## src/rtl/rv_pipe_pkg.sv

```systemverilog
// Shared pipeline definitions for the decode/execute boundary: register-file geometry,
// default widths and the ID/EX pipeline register layout.
package rv_pipe_pkg;

    localparam int REG_ADDR_W = 5;
    localparam int NUM_REGS   = 32;
    localparam int XLEN_DEF   = 32;
    localparam int CTRL_W_DEF = 16;
    localparam int CNT_W_DEF  = 2;

    typedef struct packed {
        logic [REG_ADDR_W-1:0] rd;
        logic                  rd_wen;
        logic [31:0]           pc;
        logic [XLEN_DEF-1:0]   imm;
        logic [CTRL_W_DEF-1:0] ctrl;
        logic [XLEN_DEF-1:0]   op1;
        logic [XLEN_DEF-1:0]   op2;
    } idex_t;

    // x0 is hardwired to zero and never tracked.
    function automatic logic is_x0(input logic [REG_ADDR_W-1:0] r);
        return r == '0;
    endfunction

endpackage

```

## src/rtl/reg_scoreboard.sv

```systemverilog
// Per-register in-flight write counters with source/destination lookups.
// RF_BYPASS_EN: when defined, reports a bypass hit for a source whose last outstanding write is on the writeback port.
module reg_scoreboard
    import rv_pipe_pkg::*;
#(
    parameter int CNT_W = CNT_W_DEF
) (
    input  logic                  clk,
    input  logic                  reset,
    input  logic                  flush,
    input  logic                  inc_en,
    input  logic [REG_ADDR_W-1:0] inc_idx,
    input  logic                  dec_en,
    input  logic [REG_ADDR_W-1:0] dec_idx,
    input  logic [REG_ADDR_W-1:0] rs1_idx,
    input  logic [REG_ADDR_W-1:0] rs2_idx,
    input  logic [REG_ADDR_W-1:0] rd_idx,
    output logic                  rs1_busy,
    output logic                  rs2_busy,
    output logic                  rs1_byp,
    output logic                  rs2_byp,
    output logic                  rd_full
);

    localparam logic [CNT_W-1:0] CNT_MAX = '1;
    localparam logic [CNT_W-1:0] CNT_ONE = CNT_W'(1);

    logic [NUM_REGS-1:0][CNT_W-1:0] cnt_q;
    logic [NUM_REGS-1:0][CNT_W-1:0] cnt_d;

    assign cnt_d[0] = '0;

    generate
        for (genvar gi = 1; gi < NUM_REGS; gi++) begin : g_cnt
            logic inc;
            logic dec;
            assign inc = inc_en && (inc_idx == REG_ADDR_W'(gi));
            assign dec = dec_en && (dec_idx == REG_ADDR_W'(gi));
            // A stray decrement of an idle register saturates at zero.
            assign cnt_d[gi] = flush                              ? '0 :
                               (inc && !dec)                      ? cnt_q[gi] + CNT_ONE :
                               (dec && !inc && cnt_q[gi] != '0)   ? cnt_q[gi] - CNT_ONE :
                                                                    cnt_q[gi];
        end
    endgenerate

    always_ff @(posedge clk or posedge reset) begin
        if (reset) begin
            cnt_q <= '0;
        end else begin
            cnt_q <= cnt_d;
        end
    end

    assign rs1_busy = cnt_q[rs1_idx] != '0;
    assign rs2_busy = cnt_q[rs2_idx] != '0;
    assign rd_full  = cnt_q[rd_idx] == CNT_MAX;

`ifdef RF_BYPASS_EN
    assign rs1_byp = dec_en && (dec_idx == rs1_idx) && (cnt_q[rs1_idx] == CNT_ONE);
    assign rs2_byp = dec_en && (dec_idx == rs2_idx) && (cnt_q[rs2_idx] == CNT_ONE);
`else
    assign rs1_byp = 1'b0;
    assign rs2_byp = 1'b0;
`endif

    property p_no_dec_underflow;
        @(posedge clk) disable iff (reset)
            !(dec_en && !is_x0(dec_idx) && !flush && cnt_q[dec_idx] == '0 &&
              !(inc_en && inc_idx == dec_idx));
    endproperty
    a_no_dec_underflow: assert property (p_no_dec_underflow);

endmodule

```

## src/rtl/operand_fetch_stage.sv

```systemverilog
// Operand fetch: RF address drive, writeback bypass, scoreboard interlock and the ID/EX register.
// RF_BYPASS_EN: when defined, a reader may issue in the same cycle as the last writeback of its source.
module operand_fetch_stage
    import rv_pipe_pkg::*;
#(
    parameter int XLEN   = XLEN_DEF,
    parameter int CTRL_W = CTRL_W_DEF,
    parameter int CNT_W  = CNT_W_DEF
) (
    input  logic                  clk,
    input  logic                  reset,
    input  logic                  in_valid,
    output logic                  in_ready,
    input  logic [REG_ADDR_W-1:0] in_rs1,
    input  logic [REG_ADDR_W-1:0] in_rs2,
    input  logic                  in_rs1_en,
    input  logic                  in_rs2_en,
    input  logic [REG_ADDR_W-1:0] in_rd,
    input  logic                  in_rd_wen,
    input  logic [31:0]           in_pc,
    input  logic [XLEN-1:0]       in_imm,
    input  logic [CTRL_W-1:0]     in_ctrl,
    output logic [REG_ADDR_W-1:0] rf_raddr1,
    output logic [REG_ADDR_W-1:0] rf_raddr2,
    input  logic [XLEN-1:0]       rf_rdata1,
    input  logic [XLEN-1:0]       rf_rdata2,
    input  logic                  wb_wen,
    input  logic [REG_ADDR_W-1:0] wb_rd,
    input  logic [XLEN-1:0]       wb_data,
    input  logic                  flush,
    output logic                  out_valid,
    input  logic                  out_ready,
    output logic [XLEN-1:0]       out_op1,
    output logic [XLEN-1:0]       out_op2,
    output logic [REG_ADDR_W-1:0] out_rd,
    output logic                  out_rd_wen,
    output logic [31:0]           out_pc,
    output logic [XLEN-1:0]       out_imm,
    output logic [CTRL_W-1:0]     out_ctrl
);

    logic rs1_busy, rs2_busy, rs1_byp, rs2_byp, rd_full;
    logic haz_rs1, haz_rs2, haz_rd, hazard, fire;
    logic [XLEN-1:0] op1, op2;

    logic  out_valid_q, out_valid_d;
    idex_t idex_q, idex_d;

    assign rf_raddr1 = in_rs1;
    assign rf_raddr2 = in_rs2;

    reg_scoreboard #(
        .CNT_W (CNT_W)
    ) u_scoreboard (
        .clk      (clk),
        .reset    (reset),
        .flush    (flush),
        .inc_en   (fire && in_rd_wen && !is_x0(in_rd)),
        .inc_idx  (in_rd),
        .dec_en   (wb_wen && !is_x0(wb_rd)),
        .dec_idx  (wb_rd),
        .rs1_idx  (in_rs1),
        .rs2_idx  (in_rs2),
        .rd_idx   (in_rd),
        .rs1_busy (rs1_busy),
        .rs2_busy (rs2_busy),
        .rs1_byp  (rs1_byp),
        .rs2_byp  (rs2_byp),
        .rd_full  (rd_full)
    );

    assign haz_rs1 = in_rs1_en && !is_x0(in_rs1) && rs1_busy && !rs1_byp;
    assign haz_rs2 = in_rs2_en && !is_x0(in_rs2) && rs2_busy && !rs2_byp;
    assign haz_rd  = in_rd_wen && !is_x0(in_rd) && rd_full;
    assign hazard  = haz_rs1 || haz_rs2 || haz_rd;

    assign in_ready = !flush && (!out_valid_q || out_ready) && !hazard;
    assign fire     = in_valid && in_ready;

    // The RF has no internal write-through, so same-cycle writeback data is steered in here.
    assign op1 = is_x0(in_rs1) ? '0 : (rs1_byp ? wb_data : rf_rdata1);
    assign op2 = is_x0(in_rs2) ? '0 : (rs2_byp ? wb_data : rf_rdata2);

    always_comb begin
        out_valid_d = out_valid_q;
        idex_d      = idex_q;
        if (flush) begin
            out_valid_d = 1'b0;
        end else if (fire) begin
            out_valid_d   = 1'b1;
            idex_d.rd     = in_rd;
            idex_d.rd_wen = in_rd_wen;
            idex_d.pc     = in_pc;
            idex_d.imm    = in_imm;
            idex_d.ctrl   = in_ctrl;
            idex_d.op1    = op1;
            idex_d.op2    = op2;
        end else if (out_ready) begin
            out_valid_d = 1'b0;
        end
    end

    always_ff @(posedge clk or posedge reset) begin
        if (reset) begin
            out_valid_q <= 1'b0;
            idex_q      <= '0;
        end else begin
            out_valid_q <= out_valid_d;
            idex_q      <= idex_d;
        end
    end

    assign out_valid  = out_valid_q;
    assign out_op1    = idex_q.op1;
    assign out_op2    = idex_q.op2;
    assign out_rd     = idex_q.rd;
    assign out_rd_wen = idex_q.rd_wen;
    assign out_pc     = idex_q.pc;
    assign out_imm    = idex_q.imm;
    assign out_ctrl   = idex_q.ctrl;

endmodule
```

## config.mk

```make
export PLATFORM = sky130hd
export DESIGN_NAME = operand_fetch_stage
export DESIGN_NICKNAME = d
export VERILOG_FILES = /design/src/rtl/rv_pipe_pkg.sv /design/src/rtl/reg_scoreboard.sv /design/src/rtl/operand_fetch_stage.sv
export SDC_FILE = /design/constraint.sdc
export NUM_CORES = 1
export LEC_CHECK = 0
export ABC_CLOCK_PERIOD_IN_PS = 6200
export BUFFER_PORTS_ARGS = -buffer_cell sky130_fd_sc_hd__buf_2
export CORE_MARGIN = 8
export CORE_UTILIZATION = 54
export CTS_BUF_LIST = sky130_fd_sc_hd__clkbuf_8
export DETAILED_ROUTE_END_ITERATION = 10
export GPL_ROUTABILITY_DRIVEN = 0
export PLACE_DENSITY = 0.95
export SYNTH_ARGS = -nofsm -noshare
export SYNTH_HDL_FRONTEND = slang
export SYNTH_HIERARCHICAL = 1
export SYNTH_SLANG_ARGS = --single-unit
```

## constraint.sdc

```tcl
create_clock -name clk -period 6.2 [get_ports clk]
set_input_delay 0.62 -clock clk [delete_from_list [all_inputs] [get_ports clk]]
set_output_delay 0.62 -clock clk [all_outputs]
set_load 0.01 [all_outputs]
```

# Yosys cells after proc, flatten, opt, wreduce, memory -nomap -nowiden
# Index checks and enable logic that the tools add are counted.
dict set report totals {
  reg_bits 213
  mem_bits_ro 0
  latchBits 0
  out_inout_bits 162
  n_memories 0
  ram_bits 0
  wordCells 581
}
dict set report classes {
  eq_ne 63
  bitwise_logic 1
  n_mux 104
  n_div 0
  addsub 62
  n_mul 0
  shifts 0
  n_lt_le_gt_ge 3
  n_reduce_logical 309
}
# cell count
set op_table {}
lappend op_table {{$mux W2} 96}
lappend op_table {{$logic_and A1 B1 Y1} 167}
lappend op_table {{$eq A5 B5 Y1 const B} 32}
lappend op_table {{$reduce_bool A3 Y1} 32}
lappend op_table {{$eq A5 B4 Y1 const B} 16}
lappend op_table {{$logic_not A1 Y1} 69}
lappend op_table {{$reduce_bool A2 Y1} 33}
lappend op_table {{$mux W32} 2}
lappend op_table {{$add A2 B1 Y2 const B} 31}
lappend op_table {{$sub A2 B1 Y2 const B} 31}
lappend op_table {{$eq A5 B3 Y1 const B} 8}
lappend op_table {{$bmux W2 S5} 3}
lappend op_table {{$eq A5 B2 Y1 const B} 4}
lappend op_table {{$logic_not A5 Y1} 4}
lappend op_table {{$lt A5 B6 Y1 const B} 3}
lappend op_table {{$eq A5 B1 Y1 const B} 2}
lappend op_table {{$logic_or A1 B1 Y1} 3}
lappend op_table {{$mux W1} 3}
lappend op_table {{$eq A2 B2 Y1 const B} 1}
lappend op_table {{$reduce_and A2 Y1} 1}
lappend op_table {{$not A1 Y1} 1}

# Longest topological paths before layout
# Gate-level depths: netlist of the first run.
dict set report logic_depth {
  depth_word 18
  mapped_depth 17
}

# Modules after synthesis
# Netlist of the first run, hierarchy kept.
# module n_inst cells_each area_each_um2 seq_area_each_um2
set by_module_without_submodules {}
lappend by_module_without_submodules {operand_fetch_stage 1 492 6750.2 3778.6}
lappend by_module_without_submodules {reg_scoreboard 1 660 5226.3 1551.5}

# Worst setup path after synthesis of the first run
# Ideal clock, no wire load.
dict set report synth_timing {
  path_type {in2reg}
  startpoint {input in_rs1[0]}
  endpoint {register u_scoreboard/cnt_q[41] (netlist bit)}
  path_slack_ns 2.578
  arrival_time_ns 3.496
  setup_ns 0.125
  path_buffers 3
  t_required_ns 6.075
  stages 13
  cell_sequence {buf_1 > mux4_2 > a2111oi_0 > or3b_1 > nand2_1 > o311ai_1 > nor2_1 > buf_2 > nor4bb_1 > buf_2 > and3_1 > and3_1 > a2111oi_0}
}
dict set report synth_via {
  elab_chain_cells 16
}
# item line
set synth_rtl {}
lappend synth_rtl {{start, declared} operand_fetch_stage.sv:14} ;# input logic [REG_ADDR_W-1:0] in_rs1,
lappend synth_rtl {{$bmux W2 S5 (*)} reg_scoreboard.sv:55} ;# assign rs1_busy = cnt_q[rs1_idx] != '0;
lappend synth_rtl {{$mux W2 (not written as such) (*)} reg_scoreboard.sv:55}
lappend synth_rtl {{$reduce_bool A2 Y1 (*)} reg_scoreboard.sv:55}
lappend synth_rtl {{net rs1_busy} operand_fetch_stage.sv:42} ;# logic rs1_busy, rs2_busy, rs1_byp, rs2_byp, rd_full;
lappend synth_rtl {{$logic_and A1 B1 Y1 (*)} operand_fetch_stage.sv:72} ;# assign haz_rs1 = in_rs1_en && !is_x0(in_rs1) && rs1_busy && !rs1_byp;
lappend synth_rtl {{$logic_or A1 B1 Y1 (*) (2 in a row)} operand_fetch_stage.sv:75} ;# assign hazard = haz_rs1 || haz_rs2 || haz_rd;
lappend synth_rtl {{$logic_not A1 Y1 (*)} operand_fetch_stage.sv:77} ;# assign in_ready = !flush && (!out_valid_q || out_ready) && !hazard;
lappend synth_rtl {{$logic_and A1 B1 Y1 (*)} operand_fetch_stage.sv:77}
lappend synth_rtl {{$logic_and A1 B1 Y1 (*)} operand_fetch_stage.sv:78} ;# assign fire = in_valid && in_ready;
lappend synth_rtl {{$logic_and A1 B1 Y1 (*) (2 in a row)} operand_fetch_stage.sv:58} ;# .inc_en (fire && in_rd_wen && !is_x0(in_rd)),
lappend synth_rtl {{$logic_and A1 B1 Y1 (*)} reg_scoreboard.sv:37} ;# assign inc = inc_en && (inc_idx == REG_ADDR_W'(gi));
lappend synth_rtl {{$logic_not A1 Y1} reg_scoreboard.sv:42} ;# (dec && !inc && cnt_q[gi] != '0) ? cnt_q[gi] - CNT_ONE :
lappend synth_rtl {{$logic_and A1 B1 Y1 (2 in a row)} reg_scoreboard.sv:42}
lappend synth_rtl {{$reduce_bool A3 Y1 (no source line)} n/a}
lappend synth_rtl {{end signal, assigned} reg_scoreboard.sv:51} ;# cnt_q <= cnt_d;
lappend synth_rtl {{end, declared} reg_scoreboard.sv:28} ;# logic [NUM_REGS-1:0][CNT_W-1:0] cnt_q;
# Mark *: on every way through the listed nets, which the timed path passes. The rest lies on a longest branch. The select of a mux whose other input is x is not followed.
# A chain may end at the register's enable or synchronous reset.

# Worst setup path after layout of the first run
dict set report layout_timing {
  startpoint {register u_scoreboard/cnt_q[58] (netlist bit)}
  endpoint {register u_scoreboard/cnt_q[13] (netlist bit)}
}
dict set report layout_via {
  elab_chain_cells 16
}
# item line
set layout_rtl {}
lappend layout_rtl {{$bmux W2 S5 (*)} reg_scoreboard.sv:55}
lappend layout_rtl {{$mux W2 (not written as such) (*)} reg_scoreboard.sv:55}
lappend layout_rtl {{$reduce_bool A2 Y1 (*)} reg_scoreboard.sv:55}
lappend layout_rtl {{net rs1_busy} operand_fetch_stage.sv:42}
lappend layout_rtl {{$logic_and A1 B1 Y1 (*)} operand_fetch_stage.sv:72}
lappend layout_rtl {{$logic_or A1 B1 Y1 (*) (2 in a row)} operand_fetch_stage.sv:75}
lappend layout_rtl {{$logic_not A1 Y1 (*)} operand_fetch_stage.sv:77}
lappend layout_rtl {{$logic_and A1 B1 Y1 (*)} operand_fetch_stage.sv:77}
lappend layout_rtl {{$logic_and A1 B1 Y1 (*)} operand_fetch_stage.sv:78}
lappend layout_rtl {{$logic_and A1 B1 Y1 (*) (2 in a row)} operand_fetch_stage.sv:58}
lappend layout_rtl {{$logic_and A1 B1 Y1 (*)} reg_scoreboard.sv:37}
lappend layout_rtl {{$logic_not A1 Y1} reg_scoreboard.sv:42}
lappend layout_rtl {{$logic_and A1 B1 Y1 (2 in a row)} reg_scoreboard.sv:42}
lappend layout_rtl {{$reduce_bool A3 Y1 (no source line)} n/a}
# Marked as above.

==> out/qor.csv, run 1 <==
metric,value,unit
number of fillers in the final layout,1600,
CTS resizes,0,
TritonCTS clock tree,built,
largest net degree at the start of global routing,113,
first-pass GRT wire length,61.09,mm
TNS Setup,0,ns
vias in the first global route,11030,
pwr dens,279.1,mW/mm^2
via count,11030,
final worst-path cycle share,75.12,%
Port Buffers,366,
core area,0.02182,sq mm
Post-synth EDFFs,0,
critical path capture point type,flop,
TritonCTS sink count,213,
die area,0.02720,sq mm
outcome,finished clean,
clock transition at the registers of the reported paths,0.06,ns
initial drt markers,1243,
"Seq/Total Area, Yosys",44.50,%
most common cell in the netlist,dfrtp_1,
worst path arrival time,5.04,ns
width of the chip,164.9,microns
Tmin final,4.657,ns
area delta synth->final,21.42,%
CTS Root Cell,clkbuf_8,
FP Rows,54,
Pre-antenna DRT Iters,6,
"area leader, netlist",dfrtp_1,
drt via density,6.147,
latest clock arrival within the worst-skew pair,0.54,ns
antenna violations before repair,6,
post-cts hold buffer count,0,
critical path type,flop to flop,
critical path required time,6.58,ns
share of cells above drive strength 1,34.68,%
"Top FF cell, synth",dfrtp_1,
"Cell Area, Synth",0.01198,sq mm
dpl hpwl,29.97,mm
setup bufs post-CTS,0,
Worst-Margin Slew,1.253,ns
startpoint types,flop,
H-tree levels,2,
#FFs+latches synth,213,
max_cap viols,0,
Starting Density,54.88,%
Yosys Warn Count,6,
post-synthesis async set-or-reset flop share,100.0,%
P_leak,6.670,nW
Slew headroom,15.29,%
worst-case clock skew,0.03667,ns
"top cells by area, synth","dfrtp_1, mux2_1, mux2i_1",
global route overflow,0,
Post-Syn Instances,1152,
Pins Over Slew Limit,0,
DRT Wirelength,40.94,mm
post-synthesis cell type count,66,
Synth top area share,44.50,%
RSZ-0062 raised after global routing,no,
Worst R2R Setup Slack,1.54,ns
routed len/inst,22.82,microns
Total Routing Usage GR,28.88,%
I/O pins,367,
Peak Freq,214.7,MHz
Max VDD drop,0.0002102,V
Final Hold Fails,0,
antenna-violating nets left,0,
Longest Clk Path Bufs,3,
Die Ht,164.9,microns
setup violators final,0,
Post-synth top cells,"dfrtp_1, nor2_1, mux2_1",
Final Util,66.63,%
post-synthesis area per instance,10.40,sq um
Worst Path Max Fanout,10,
CTS buffer count,37,
worst hold-check path type,primary input to async pin,
DRC Markers,0,
Layout Nets,1684,
routing by layer:
metal	vias to the layer above	track usage, %	share of wire (%)
met2	736	46.83	48
met4	0	18.14	6.2
met3	187	8.873	11
met5	-	0	0
li1	4847	-	-
met1	5257	32.91	35
flip-flops by register name (all words and copies together) (netlist names):
signal / count
out_imm: 32
out_op1: 32
out_ctrl: 16
out_rd: 5
out_rd_wen: 1
out_op2: 32
out_pc: 32
out_valid: 1
u_scoreboard/cnt_q: 62
worst max-delay path, cell delays in order, from the launching register on:
cell	delay, ns
dfrtp_1	0.49
nor3_1	0.25
a21oi_1	0.06
mux4_2	0.47
o32ai_1	0.12
or3b_1	0.42
nand2_1	0.09
o311ai_1	0.18
nor2_1	0.56
nor4bb_1	1.04
nand2_1	0.25
nand2b_1	0.17
a21oi_1	0.07
a2111oi_0	0.33
placed cells by master (no fill, tap or decap), types with 3 or more instances in the layout:
| cell type | instances |
|---|---|
| mux4_2 | 8 |
| a211oi_1 | 53 |
| dfrtp_1 | 213 |
| o2111a_1 | 8 |
| a2111oi_0 | 17 |
| nor3b_1 | 5 |
| nand2b_1 | 15 |
| nand3_1 | 31 |
| clkbuf_8 | 48 |
| or4_1 | 4 |
| and4b_1 | 6 |
| buf_2 | 366 |
| and3_1 | 12 |
| nor2b_1 | 10 |
| a21oi_1 | 38 |
| nand4b_1 | 9 |
| inv_1 | 26 |
| xnor2_1 | 7 |
| nor2_1 | 135 |
| clkinv_2 | 4 |
| mux2_1 | 86 |
| o21ai_0 | 39 |
| and4bb_2 | 4 |
| xor2_1 | 19 |
| mux2_2 | 65 |
| o21ai_1 | 7 |
| nand4_1 | 5 |
| a311oi_1 | 10 |
| and2_1 | 10 |
| mux2i_1 | 74 |
| buf_4 | 7 |
| nand2_1 | 78 |
| nor3_1 | 34 |
| diode_2 | 9 |
| o21a_1 | 3 |
area by class of cell:
cell class                      count  area, sq um  area share, %
Timing Repair Buffer              374         1904          13.10
Tap cell                          280        350.3          2.409
Sequential cell                   213         5330          36.65
Clock buffer                       48        660.6          4.543
Multi-Input combinational cell    834         6103          41.97
Inverter                           19        76.32         0.5249
Clock inverter                     17        93.84         0.6453
Antenna cell                        9        22.52         0.1549
stage by stage:
| stage | hold slack [ns] | std cells | instance area (sq um) | total power, mW | setup slack, ns |
|---|---|---|---|---|---|
| 5_1_grt | 0.2813 | 1789 | 14530 | 4.233 | 1.144 |
| 2_1_floorplan | 0.5288 | 1153 | 11980 | 2.273 | 1.515 |
| 3_5_place_dp | 0.4691 | 1720 | 13760 | 2.769 | 1.301 |
| 4_1_cts | 0.2750 | 1785 | 14520 | 4.080 | 1.638 |
| 3_3_place_gp | 0.4615 | 1720 | 13760 | 2.707 | 1.542 |
| 6_report | 0.2872 | 1794 | 14540 | 4.059 | 1.543 |
cell families (layout without fill, tap and decap cells):
| kind of cell | after synthesis | count (layout) | share of synthesized area, % |
|---|---|---|---|
| AO/OA/AOI/OAI | 195 | 195 | 11.20 |
| XOR/XNOR | 26 | 26 | 1.901 |
| buffers and inverters | 106 | 458 | 4.659 |
| flip-flops | 213 | 213 | 44.50 |
| multiplexers | 233 | 233 | 21.89 |
| other | 1 | 11 | 0.03131 |
| AND/OR/NAND/NOR | 378 | 378 | 15.82 |
worst paths after layout:
kind / start / to / cells past startpoint
min reg2reg: out_pc[0]$_DFFE_PP0P_ / out_pc[0]$_DFFE_PP0P_ / 1
max reg2reg: u_scoreboard/cnt_q[58]$_DFFE_PP0P_ / u_scoreboard/cnt_q[13]$_DFFE_PP0P_ / 13
min in group clk: in_imm[4] / out_imm[4]$_DFFE_PP0P_ / 2
max in group asynchronous: reset / out_rd[2]$_DFFE_PP0P_ / 3
min: reset / out_pc[31]$_DFFE_PP0P_ / 2
max: u_scoreboard/cnt_q[58]$_DFFE_PP0P_ / u_scoreboard/cnt_q[13]$_DFFE_PP0P_ / 13
where the power goes:
part | switching, mW | total [mW] | leakage (nW) | internal [mW]
Sequential | 0.134 | 1.77 | 2.65 | 1.64
Clock | 0.596 | 1.30 | 0.420 | 0.700
Combinational | 0.561 | 0.993 | 3.60 | 0.431
Total | 1.29 | 4.06 | 6.67 | 2.77
(Power assumes the default switching activity.)
==> run 2, diff against run 1 <==
Settings changed: ABC_CLOCK_PERIOD_IN_PS 6200 to 4800.
Clock period 6.2 ns to 4.8 ns, I/O delays scaled along.
==> run 2 against run 1 <==
Worst setup slack worse by 1.1 ns; clock skew decreased by 0.016 ns; final cell count increased by 0.39%; sequential share of layout area down 0.46 points; register-to-register slack got worse by 1.1 ns; core utilization increased by 0.85 points; flip-flop and latch count stayed put; global-route usage rose by 0.77 points; largest cell class unchanged.
==> out/qor.csv, run 2 (synthesis gave the netlist of run 1 again) <==
metric,value,unit
outcome,finished clean,
Sequential cell area,0.005330,sq mm
global route overflow,0,
worst hold-check path type,primary input to flop,
routed len/inst,23.38,microns
setup bufs post-CTS,0,
TNS Setup,0,ns
FP Rows,54,
critical path type,flop to flop,
pwr dens,378.6,mW/mm^2
Placement Cell Area,0.01379,sq mm
P_int,3.884,mW
Finished Cell Area,0.01473,sq mm
critical path required time,5.21,ns
Sw Ratio,30.34,%
share of cells above drive strength 1,35.12,%
power share of the combinational group,23.0,%
worst path arrival time,4.74,ns
CP Cell Sequence,or4_1 > nand3_1 > a211oi_1 > o32ai_1 > or3b_1 > nand2_1 > o311ai_1 > nor2_1 > nand4b_1 > nor2_1 > o21ai_0 > a2111oi_0,
WHS Path Cells,2,
Longest Clk Path Bufs,3,
RSZ-0062 raised after global routing,no,
Total Routing Usage GR,29.66,%
final worst-path cycle share,90.18,%
startpoint types,flop,
setup violators final,0,
P_leak,6.765,nW
Reg power frac,41.1,%
latest clock arrival within the worst-skew pair,0.55,ns
Slew headroom,22.59,%
H-tree levels,2,
Starting Density,54.88,%
CTS Root Cell,clkbuf_8,
Worst Path Max Fanout,10,
max layer used,met5,
first-pass GRT wire length,62.84,mm
core area,0.02182,sq mm
total power,5.576,mW
Worst-Margin Slew,1.159,ns
worst-case clock skew,0.02044,ns
via count,11220,
dpl hpwl,30.49,mm
die area,0.02720,sq mm
Final Util,67.48,%
Peak Freq,231.0,MHz
dpl ws,0.4132,ns
Placed Cells,1724,
multi-input logic area,0.006103,sq mm
drt via density,6.229,
CP peak stage delay,0.82,ns
r2r worst-path depth,12,
CTS buffer count,40,
Port Buffers,366,
area delta synth->final,22.96,%
CP top delay family,simple AND/OR/NAND/NOR gates,
"commonest non-fill, non-tap cells in the layout","buf_2, dfrtp_1, nor2_1",
Pins Over Slew Limit,0,
"Slowest-stage cell, CP",nor2_1,
I/O pins,367,
Tmin final,4.329,ns
clock transition at the registers of the reported paths,0.06,ns
largest register by flop count,u_scoreboard/cnt_q,
Final Hold Fails,0,
post-route insts no fill,1801,
cell count along the critical path,12,
TritonCTS sink count,213,
number of fillers in the final layout,1580,
critical path capture point type,flop,
final worst setup slack,0.4712,ns
DR WL met3,5.010,mm
antenna violations before repair,7,
Max VDD drop,0.0003105,V
max_cap viols,0,
routed wl met2,20.22,mm
post-cts hold buffer count,0,
max FFs per register,62,
Die Ht,164.9,microns
width of the chip,164.9,microns
TritonCTS clock tree,built,
Pre-antenna DRT Iters,6,
antenna-violating nets left,0,
WL met1,14.38,mm
DRC Markers,0,
vias in the first global route,11570,
hold_ws,0.1530,ns
Crit path top cell by count,nor2_1,
Switch Pwr,1.692,mW
DRT Wirelength,42.11,mm
clock power share,35.9,%
Layout Nets,1691,
initial drt markers,1397,
largest net degree at the start of global routing,123,
CTS resizes,0,
Worst Path Buf+Inv,0,
"commonest non-fill, non-tap cell in the layout",buf_2,
[run 2: path summary, 6_finish.rpt]
| check | endpoint | slack (ns) | from |
|---|---|---|---|
| worst max register to register | u_scoreboard/cnt_q[51]$_DFFE_PP0P_ | 0.47 | u_scoreboard/cnt_q[18]$_DFFE_PP0P_ |
| min in group asynchronous | out_pc[28]$_DFFE_PP0P_ | 0.18 | reset |
| max in group asynchronous | out_op2[17]$_DFFE_PP0P_ | 3.51 | reset |
| worst min-delay path | out_imm[28]$_DFFE_PP0P_ | 0.15 | in_imm[28] |
| worst min register to register | out_pc[19]$_DFFE_PP0P_ | 0.48 | out_pc[19]$_DFFE_PP0P_ |
| worst max-delay path | u_scoreboard/cnt_q[51]$_DFFE_PP0P_ | 0.47 | u_scoreboard/cnt_q[18]$_DFFE_PP0P_ |
[run 2: layout make-up]
class / count / area share (%)
multi-input cells: 834 / 41.44
flip-flops and latches: 213 / 36.19
repair buffers: 378 / 13.14
clock buffers: 50 / 4.673
well taps: 280 / 2.379
clock inverters: 18 / 1.504
inverters: 19 / 0.5183
diodes: 9 / 0.1529
[run 2: layer usage]
| layer | vias to the layer above | track usage, % |
|---|---|---|
| li1 | 4864 | - |
| met1 | 5361 | 33.52 |
| met2 | 788 | 48.58 |
| met3 | 202 | 9.023 |
| met4 | 4 | 18.39 |
| met5 | - | 0 |
[run 2: power by group through the flow]
stage	Clock, mW	Sequential [mW]	Combinational [mW]
floorplan	0	2.45	0.490
global placement	0	2.27	1.22
detailed placement	0	2.31	1.27
CTS	2.03	2.29	1.28
global route	2.12	2.32	1.36
finish	2.00	2.29	1.28
==> run 3, diff against run 2 <==
Settings changed: ABC_CLOCK_PERIOD_IN_PS 4800 to 5200, CORE_UTILIZATION 54 to 58, SLEW_MARGIN set to 10.
Clock period 4.8 ns to 5.2 ns, I/O delays scaled along.
==> run 3 against run 2 <==
Largest cell class unchanged; clock power down 22%; worst hold slack better by 0.043 ns; non-clock buffer count down 2; critical path type unchanged.
==> out/qor.csv, run 3 (synthesis gave the netlist of run 1 again) <==
metric,value,unit
Max VDD drop,0.0002341,V
hold_ws,0.1957,ns
worst path arrival time,4.63,ns
RSZ-0062 raised after global routing,no,
drt via density,6.295,
Tmin final,4.241,ns
post-cts hold buffer count,0,
TritonCTS clock tree,built,
max FFs per register,62,
Final Hold Fails,0,
dpl hpwl,30.93,mm
"commonest non-fill, non-tap cell in the layout",buf_2,
core area,0.02023,sq mm
CTS buffer count,37,
global route overflow,0,
FP Rows,52,
initial drt markers,1287,
Placement Cell Area,0.01377,sq mm
largest net degree at the start of global routing,106,
total power,4.872,mW
FF-to-FF End,u_scoreboard/cnt_q[51]$_DFFE_PP0P_,
Finished Cell Area,0.01455,sq mm
Final Util,71.90,%
largest register by flop count,u_scoreboard/cnt_q,
setup violators final,0,
CTS resizes,0,
Worst R2R Setup Slack,0.96,ns
CTS Root Cell,clkbuf_8,
die area,0.02550,sq mm
TritonCTS sink count,213,
latest clock arrival within the worst-skew pair,0.53,ns
antenna violations before repair,11,
Peak Freq,235.8,MHz
critical path capture point type,flop,
routed len/inst,23.70,microns
Slew headroom,17.52,%
Worst-Margin Slew,1.235,ns
final worst setup slack,0.9593,ns
"commonest non-fill, non-tap cells in the layout","buf_2, dfrtp_1, nor2_1",
startpoint types,flop,
max_cap viols,0,
pwr dens,334.9,mW/mm^2
dpl ws,0.9134,ns
r2r worst-path depth,12,
I/O pins,367,
Total Routing Usage GR,32.20,%
clock transition at the registers of the reported paths,0.07,ns
critical path type,flop to flop,
critical path required time,5.59,ns
outcome,finished clean,
Worst Path Max Fanout,10,
Port Buffers,366,
final worst-path cycle share,81.55,%
TNS Setup,0,ns
DRC Markers,0,
post-route insts no fill,1787,
DRT Wirelength,42.36,mm
worst-case clock skew,0.01305,ns
Pins Over Slew Limit,0,
setup bufs post-CTS,0,
vias in the first global route,11510,
share of cells above drive strength 1,34.79,%
Layout Nets,1686,
Placed Cells,1712,
Longest Clk Path Bufs,3,
first-pass GRT wire length,65.54,mm
Die Ht,159.7,microns
worst reg2reg startpoint,u_scoreboard/cnt_q[62]$_DFFE_PP0P_,
via count,11250,
P_leak,6.683,nW
worst hold-check path type,primary input to async pin,
Starting Density,59.19,%
width of the chip,159.7,microns
antenna-violating nets left,0,
Pre-antenna DRT Iters,10,
H-tree levels,2,
area delta synth->final,21.47,%
-- run 3: cell types whose count changed in the layout (fill, tap and decap cells not counted), sizes merged, moves of 2 or more --
cell | before | now
bufinv | 5 | 2
clkbuf | 50 | 43
diode | 9 | 11
buf | 378 | 376
inv | 27 | 29
clkinv | 5 | 8
-- run 3: critical path, stage by stage (launching register included) --
cell	delay, ns
dfrtp_1	0.46
nor2_1	0.26
a21oi_1	0.12
mux4_2	0.50
o32ai_1	0.12
or3b_1	0.38
nand2_1	0.08
o311ai_1	0.18
nor2_1	0.73
nand4b_1	0.36
nor2_1	0.36
o21ai_0	0.13
a2111oi_0	0.43
-- run 3: cell type report --
class	instances	area [sq um]
timing repair buffer	376	1919
clock buffer	43	591.8
inverter	19	76.32
tap	270	337.8
clock inverter	21	161.4
antenna	11	27.53
multi-input combinational	834	6103
sequential	213	5330
fill	1408	5687
-- run 3: worst max-delay path by stage --
stage	slack [ns]	endpoint	start
2_1_floorplan	0.62	out_ctrl[0]$_DFFE_PP0P_	reset
3_3_place_gp	1.04	u_scoreboard/cnt_q[51]$_DFFE_PP0P_	in_rs1[1]
3_5_place_dp	0.91	u_scoreboard/cnt_q[49]$_DFFE_PP0P_	in_rs1[1]
4_1_cts	1.20	u_scoreboard/cnt_q[51]$_DFFE_PP0P_	u_scoreboard/cnt_q[18]$_DFFE_PP0P_
5_1_grt	0.78	u_scoreboard/cnt_q[51]$_DFFE_PP0P_	u_scoreboard/cnt_q[18]$_DFFE_PP0P_
6_report	0.96	u_scoreboard/cnt_q[51]$_DFFE_PP0P_	u_scoreboard/cnt_q[62]$_DFFE_PP0P_
-- run 3: power breakdown --
group / internal (mW) / switching, mW / leakage, nW
Combinational: 0.515 / 0.676 / 3.61
Sequential: 1.95 / 0.161 / 2.65
Clock: 0.863 / 0.704 / 0.422
-- run 3: routing by layer --
layer / vias to the layer above / global-route usage [%] / part of all wire (%)
li1: 4848 / - / -
met1: 5431 / 37.05 / 35
met2: 778 / 53.31 / 48
met3: 191 / 8.869 / 11
met4: 2 / 18.70 / 6.4
met5: - / 0 / 0.026
